### config.mk
export PLATFORM = sky130hd
export DESIGN_NAME = fetch_stage_flat
export DESIGN_NICKNAME = d
export VERILOG_FILES = /design/src/rtl/fetch_stage_if.sv /design/src/rtl/fetch_stage.sv /design/src/flat_wrapper.sv
export SDC_FILE = /design/constraint.sdc
export NUM_CORES = 1
export LEC_CHECK = 0
export ABC_AREA = 1
export BUFFER_PORTS_ARGS = -buffer_cell sky130_fd_sc_hd__buf_2
export CORE_ASPECT_RATIO = 0.9
export CORE_MARGIN = 2
export CORE_UTILIZATION = 60
export CTS_CLUSTER_SIZE = 16
export DETAILED_ROUTE_END_ITERATION = 16
export PLACE_DENSITY = 0.91
export SYNTH_ARGS = -nofsm -noshare
export SYNTH_HDL_FRONTEND = slang
export SYNTH_SLANG_ARGS = --single-unit
export TNS_END_PERCENT = 50
### constraint.sdc
create_clock -name clk -period 7.75 [get_ports clk]
set_clock_uncertainty 0.1 [all_clocks]
set_input_delay 1.1625 -clock clk [delete_from_list [all_inputs] [get_ports clk]]
set_output_delay 1.1625 -clock clk [all_outputs]
set_load 0.01 [all_outputs]
### src/rtl/fetch_stage_if.sv
// Fetch front-end bus: instruction-memory req/ack and datapath valid/ready.
// master = fetch stage side, slave = memory/datapath side.
interface fetch_stage_if #(
    parameter int ADDR_W  = 64,
    parameter int INSTR_W = 32
);
    logic               im_req;
    logic [ADDR_W-1:0]  im_addr;
    logic               im_ack;
    logic [INSTR_W-1:0] im_rdata;
    logic               ins_valid;
    logic               ins_ready;
    logic [INSTR_W-1:0] ins;
    logic [ADDR_W-1:0]  ins_pc;
    logic               redirect;
    logic [ADDR_W-1:0]  redirect_pc;

    modport master (
        output im_req, im_addr, ins_valid, ins, ins_pc,
        input  im_ack, im_rdata, ins_ready, redirect, redirect_pc
    );

    modport slave (
        input  im_req, im_addr, ins_valid, ins, ins_pc,
        output im_ack, im_rdata, ins_ready, redirect, redirect_pc
    );
endinterface

### src/rtl/fetch_stage.sv
// Instruction fetch: owns the PC, one outstanding memory request,
// small FIFO of {instr, pc} toward the datapath, redirect flush.
module fetch_stage #(
    parameter int                ADDR_W   = 64,
    parameter int                INSTR_W  = 32,
    parameter int                DEPTH    = 2,
    parameter logic [ADDR_W-1:0] RESET_PC = '0
) (
    input  logic          clk,
    input  logic          rst,
    fetch_stage_if.master bus
);
    localparam int PW = $clog2(DEPTH);
    localparam int CW = PW + 1;
    localparam logic [CW-1:0]     FULL  = CW'(DEPTH);
    localparam logic [CW-1:0]     ONE   = CW'(1);
    localparam logic [ADDR_W-1:0] STEP  = ADDR_W'(4);
    localparam logic [ADDR_W-1:0] ALIGN = ~ADDR_W'(3);

    typedef enum logic [1:0] {IDLE, REQ, DISCARD} state_t;

    state_t state_q, state_d;
    logic              req_q, req_d;
    logic [ADDR_W-1:0] addr_q, addr_d;
    logic [ADDR_W-1:0] pc_q, pc_d;

    logic [INSTR_W-1:0] dat_q [DEPTH];
    logic [ADDR_W-1:0]  tag_q [DEPTH];
    logic [PW-1:0]      wr_q, rd_q;
    logic [CW-1:0]      cnt_q, cnt_d;

    logic              ack, pop, push, flush;
    logic [CW-1:0]     occ_pop;
    logic [ADDR_W-1:0] tgt, nxt;

    assign ack     = req_q & bus.im_ack;
    assign pop     = (cnt_q != '0) & bus.ins_ready;
    assign occ_pop = cnt_q - CW'(pop);
    assign tgt     = bus.redirect_pc & ALIGN;
    assign nxt     = addr_q + STEP;

    assign bus.im_req    = req_q;
    assign bus.im_addr   = addr_q;
    assign bus.ins_valid = (cnt_q != '0);
    assign bus.ins       = dat_q[rd_q];
    assign bus.ins_pc    = tag_q[rd_q];

    // Next-state: redirect wins over push/pop; request held until ack.
    always_comb begin
        state_d = state_q;
        req_d   = req_q;
        addr_d  = addr_q;
        pc_d    = pc_q;
        push    = 1'b0;
        flush   = 1'b0;
        if (bus.redirect) begin
            flush = 1'b1;
            pc_d  = tgt;
            unique case (state_q)
                IDLE: begin
                    state_d = REQ;
                    req_d   = 1'b1;
                    addr_d  = tgt;
                end
                REQ, DISCARD: begin
                    if (ack) begin
                        state_d = REQ;
                        addr_d  = tgt;
                    end else begin
                        state_d = DISCARD;
                    end
                end
                default: ;
            endcase
        end else begin
            unique case (state_q)
                IDLE: begin
                    if (occ_pop < FULL) begin
                        state_d = REQ;
                        req_d   = 1'b1;
                        addr_d  = pc_q;
                    end
                end
                REQ: begin
                    if (ack) begin
                        push = 1'b1;
                        pc_d = nxt;
                        if (occ_pop + ONE < FULL) begin
                            addr_d = nxt;
                        end else begin
                            state_d = IDLE;
                            req_d   = 1'b0;
                        end
                    end
                end
                DISCARD: begin
                    if (ack) begin
                        state_d = REQ;
                        addr_d  = pc_q;
                    end
                end
                default: ;
            endcase
        end
    end

    // Occupancy: flush empties, otherwise push/pop may coincide.
    always_comb begin
        cnt_d = cnt_q;
        if (flush) begin
            cnt_d = '0;
        end else begin
            cnt_d = cnt_q + CW'(push) - CW'(pop);
        end
    end

    // Control registers: FSM state, request, address, fetch PC.
    always_ff @(posedge clk) begin
        if (!rst) begin
            state_q <= IDLE;
            req_q   <= 1'b0;
            addr_q  <= RESET_PC;
            pc_q    <= RESET_PC;
        end else begin
            state_q <= state_d;
            req_q   <= req_d;
            addr_q  <= addr_d;
            pc_q    <= pc_d;
        end
    end

    // FIFO pointers and count; flush rewinds both pointers.
    always_ff @(posedge clk) begin
        if (!rst || flush) begin
            wr_q  <= '0;
            rd_q  <= '0;
            cnt_q <= '0;
        end else begin
            if (push) begin
                wr_q <= wr_q + PW'(1);
            end
            if (pop) begin
                rd_q <= rd_q + PW'(1);
            end
            cnt_q <= cnt_d;
        end
    end

    // FIFO storage; cleared on reset so ins/ins_pc read zero.
    always_ff @(posedge clk) begin
        if (!rst) begin
            for (int i = 0; i < DEPTH; i++) begin
                dat_q[i] <= '0;
                tag_q[i] <= '0;
            end
        end else if (push) begin
            dat_q[wr_q] <= bus.im_rdata;
            tag_q[wr_q] <= addr_q;
        end
    end
endmodule

### src/flat_wrapper.sv
// flat-port wrapper written by rule: the top's interface ports become plain ports
module fetch_stage_flat 
#(
    parameter int                ADDR_W   = 64,
    parameter int                INSTR_W  = 32,
    parameter int                DEPTH    = 2,
    parameter logic [ADDR_W-1:0] RESET_PC = '0
)
  (clk, rst, bus_im_req, bus_im_addr, bus_ins_valid, bus_ins, bus_ins_pc, bus_im_ack, bus_im_rdata, bus_ins_ready, bus_redirect, bus_redirect_pc);
  fetch_stage_if #(.ADDR_W(ADDR_W), .INSTR_W(INSTR_W)) bus_i ();
  input  logic clk;
  input  logic rst;
  output wire logic [$bits(bus_i.im_req)-1:0] bus_im_req;
  output wire logic [$bits(bus_i.im_addr)-1:0] bus_im_addr;
  output wire logic [$bits(bus_i.ins_valid)-1:0] bus_ins_valid;
  output wire logic [$bits(bus_i.ins)-1:0] bus_ins;
  output wire logic [$bits(bus_i.ins_pc)-1:0] bus_ins_pc;
  input wire logic [$bits(bus_i.im_ack)-1:0] bus_im_ack;
  input wire logic [$bits(bus_i.im_rdata)-1:0] bus_im_rdata;
  input wire logic [$bits(bus_i.ins_ready)-1:0] bus_ins_ready;
  input wire logic [$bits(bus_i.redirect)-1:0] bus_redirect;
  input wire logic [$bits(bus_i.redirect_pc)-1:0] bus_redirect_pc;
  assign bus_im_req = bus_i.im_req;
  assign bus_im_addr = bus_i.im_addr;
  assign bus_ins_valid = bus_i.ins_valid;
  assign bus_ins = bus_i.ins;
  assign bus_ins_pc = bus_i.ins_pc;
  assign bus_i.im_ack = bus_im_ack;
  assign bus_i.im_rdata = bus_im_rdata;
  assign bus_i.ins_ready = bus_ins_ready;
  assign bus_i.redirect = bus_redirect;
  assign bus_i.redirect_pc = bus_redirect_pc;
  fetch_stage #(.ADDR_W(ADDR_W), .INSTR_W(INSTR_W), .DEPTH(DEPTH), .RESET_PC(RESET_PC)) u_core (.clk(clk), .rst(rst), .bus(bus_i));
endmodule
==> results.sh <==
export IMPL_hold_path_class="reg -> reg"
export IMPL_fin_crit_sh_pct=56.1
export IMPL_cts_root_buf="clkbuf_16"
export IMPL_setup_viol=0
export IMPL_cts_max_path_buffers=3
export IMPL_yosysTopAreaCell="edfxtp_1"
export IMPL_p_per_area_mw_per_mm2=292
export IMPL_critPathTopFamily="simple AND/OR/NAND/NOR gates"
export IMPL_synth_seq_area_share_pct=52.0
export IMPL_clkTransAtPathRegs_ns=0.06
export IMPL_synth_edff_count=192
export IMPL_synthCells=1983
export IMPL_area_growth_pct=16.2
export IMPL_rsz0062_at_grt="no"
export IMPL_track_usage_pct=35.5
export IMPL_hold_viol_final=0
export IMPL_diodes=0
export IMPL_routedWlPerCell_um=20.0
export IMPL_slew_violations=0
export IMPL_power_switching_mw=2.07
export IMPL_grt_pass1_vias=14000
export IMPL_layout_cells_non_filler=2580
export IMPL_worstPathArrival_ns=4.42
export IMPL_htree_num_levels=2
export IMPL_cts_buffers=36
export IMPL_p_sw_share_pct=37.3
export IMPL_vias=14900
export IMPL_layout_commonest_cell="nand2_1"
export IMPL_layout_drive_gt1_share_pct=19.9
export IMPL_path_cells="buf_2, buf_4, nor2_2, inv_1, nor2_4, nand2_4, nand2_4, buf_12"
export IMPL_avgSynthCellArea_um2=8.23
export IMPL_critPathMaxStageDelay_ns=0.71
export IMPL_cts_resized=0
export IMPL_n_fill_cell=2076
export IMPL_cp_start_kind="input pin"
export IMPL_tns_ns=0
export IMPL_syn_area_mm2=0.0163
export IMPL_ys_seq_elements=328
export IMPL_drc_errors=0
export IMPL_cts_sinks=328
export IMPL_ant_nets=0
export IMPL_nNetsFinal=2310
export IMPL_p_int_mw=3.48
export IMPL_dieArea_mm2=0.0285
export IMPL_cp_end_kind="flip-flop"
export IMPL_coreArea_mm2=0.0269
export IMPL_cp_max_fo=97
export IMPL_wl_um=51700
export IMPL_fin_util_pct=70.5
export IMPL_num_io_pins=263
export IMPL_cp_required_ns=7.82
export IMPL_drt_iter0_markers=2217
export IMPL_peakVddDrop_uv=268
export IMPL_ys_warn_count=0
export IMPL_cts_tree="built"
export IMPL_dpl_cell_count=2517
export IMPL_grt_pass1_wl_um=77500
export IMPL_combPwrFrac_pct=28.0
export IMPL_pwr_share_seq_pct=41.0
export IMPL_dieHeight_um=160
export IMPL_tightestPinTransition_ns=1.14
export IMPL_clock_latency_ns=0.53
export IMPL_port_buffers=260
export IMPL_synth_fp_nets=2092
export IMPL_first_pass_iters=6
export IMPL_die_x_um=178
export IMPL_crit_type="in -> reg"
export IMPL_grt_antenna_before_repair=0
export IMPL_p_leak_nw=7.93
export IMPL_place_gp_congestion=0.987
export IMPL_dp_hpwl_um=35500
export IMPL_fmax_mhz=230
export IMPL_max_slew_margin_pct=24.3
export IMPL_async_reset_ff_share_pct=0
export IMPL_yosysTopAreaCellShare_pct=35.3
export IMPL_cts_setup_buffers=0
export IMPL_maxCapViolations=0
export IMPL_worst_path_buf_inv=4
export IMPL_cts_hold_buf=0
export IMPL_period_minus_slack_ns=4.35
export IMPL_layout_common_cells="nand2_1, nor2_1, buf_2"
export IMPL_grt_ovfl_total=0
export IMPL_yosys_cell_types_count=37
export IMPL_slowest_stage="nand2_4"
export IMPL_std_cell_rows=57
export IMPL_via_per_inst=5.78
export IMPL_start_util_pct=60.7
export IMPL_outcome="finished clean"
export IMPL_crit_path_frequent_cell="nand2_4"
export IMPL_ys_flop_type="edfxtp_1"
export IMPL_grt_max_degree=98
export IMPL_power_frac_clock_pct=31.0
export IMPL_synthTopCellsByArea="edfxtp_1, dfxtp_1, nand2_1, nor2_1, mux2_2"
==> path summary, 6_finish.rpt <==
kind | startpoint | end | slack (ns) | cells past startpoint
hold reg to reg | u_core.pc_q[1] | u_core.pc_q[1] | 0.36 | 2
setup reg to reg | u_core.state_q[1] | u_core.bus.im_addr[33] | 4.12 | 11
setup / recovery | bus_redirect | u_core.tag_q[0][40] | 3.40 | 8
hold / removal | u_core.pc_q[1] | u_core.pc_q[1] | 0.36 | 2
==> tightest hold or removal path: cells and delay by family, from the launching register on <==
| family | cells | cell delay (ns) |
|---|---|---|
| flip-flops | 1 | 0.30 |
| buffers and inverters | 1 | 0.06 |
| AO/OA/AOI/OAI | 1 | 0.05 |
==> power groups by stage <==
| stage | sequential, mW | clock, mW | combinational (mW) |
|---|---|---|---|
| after global routing | 2.28 | 1.78 | 1.68 |
| after detailed placement | 2.29 | 0 | 1.48 |
| after CTS | 2.26 | 1.71 | 1.50 |
| final | 2.27 | 1.72 | 1.55 |
| after floorplan | 2.26 | 0 | 0.956 |
| after global placement | 2.28 | 0 | 1.44 |
==> state kept, by name, indices dropped and copies added (netlist names), named ones only <==
name                flops
u_core.bus.im_req       1
u_core.bus.im_addr     64
u_core.rd_q             1
u_core.state_q          2
u_core.cnt_q            2
u_core.tag_q          128
u_core.wr_q             1
u_core.pc_q            64
u_core.dat_q           64
==> synthesized netlist by cell type, drive strengths merged, types with 2 or more instances <==
cell type	instances
nand2	504
nor2	412
edfxtp	192
inv	180
dfxtp	136
a21oi	115
o21ai	107
mux2	96
nand3	52
clkbuf	51
buf	39
xor2	28
a31oi	16
a22o	15
nand4	11
ha	8
nor3	4
or2	4
a211oi	3
a21boi	3
o211ai	2
==> per-stage QoR <==
stage | setup slack [ns] | area, um^2 | hold slack [ns] | total power, mW
2_1_floorplan | 2.90 | 16300 | 0.324 | 3.22
3_3_place_gp | 2.97 | 17800 | 0.338 | 3.72
3_5_place_dp | 2.95 | 17800 | 0.344 | 3.77
4_1_cts | 3.49 | 19000 | 0.355 | 5.47
5_1_grt | 3.23 | 19000 | 0.386 | 5.74
6_report | 3.40 | 19000 | 0.356 | 5.54
==> layer usage <==
layer | part of all wire [%] | global-route usage (%) | wire, um
met4 | 3.6 | 12.5 | 1880
met2 | 44 | 53.8 | 23000
met3 | 12 | 8.19 | 6410
met5 | 0 | 0 | 0
met1 | 39 | 50.2 | 20400
==> kinds of logic (layout without fill, tap and decap cells) <==
logic type	count (synthesis)	count (layout)	synth area share [%]
AND/OR/NAND/NOR	987	987	23.8
flip-flops	328	328	52.0
buffers and inverters	270	513	6.63
AO/OA/AOI/OAI	265	265	8.80
multiplexers	96	96	6.62
XOR/XNOR	29	29	1.56
adder cells (fa/ha/maj)	8	8	0.613
==> cell type report <==
class / instances / area, um^2 / share of cell area [%]
Clock buffer: 47 / 972 / 5.13
Clock inverter: 16 / 189 / 0.996
Inverter: 180 / 676 / 3.56
Multi-Input combinational cell: 1385 / 6790 / 35.8
Sequential cell: 328 / 8490 / 44.8
Tap cell: 354 / 443 / 2.34
Timing Repair Buffer: 270 / 1400 / 7.39
Power figures use the tool's default switching activity.
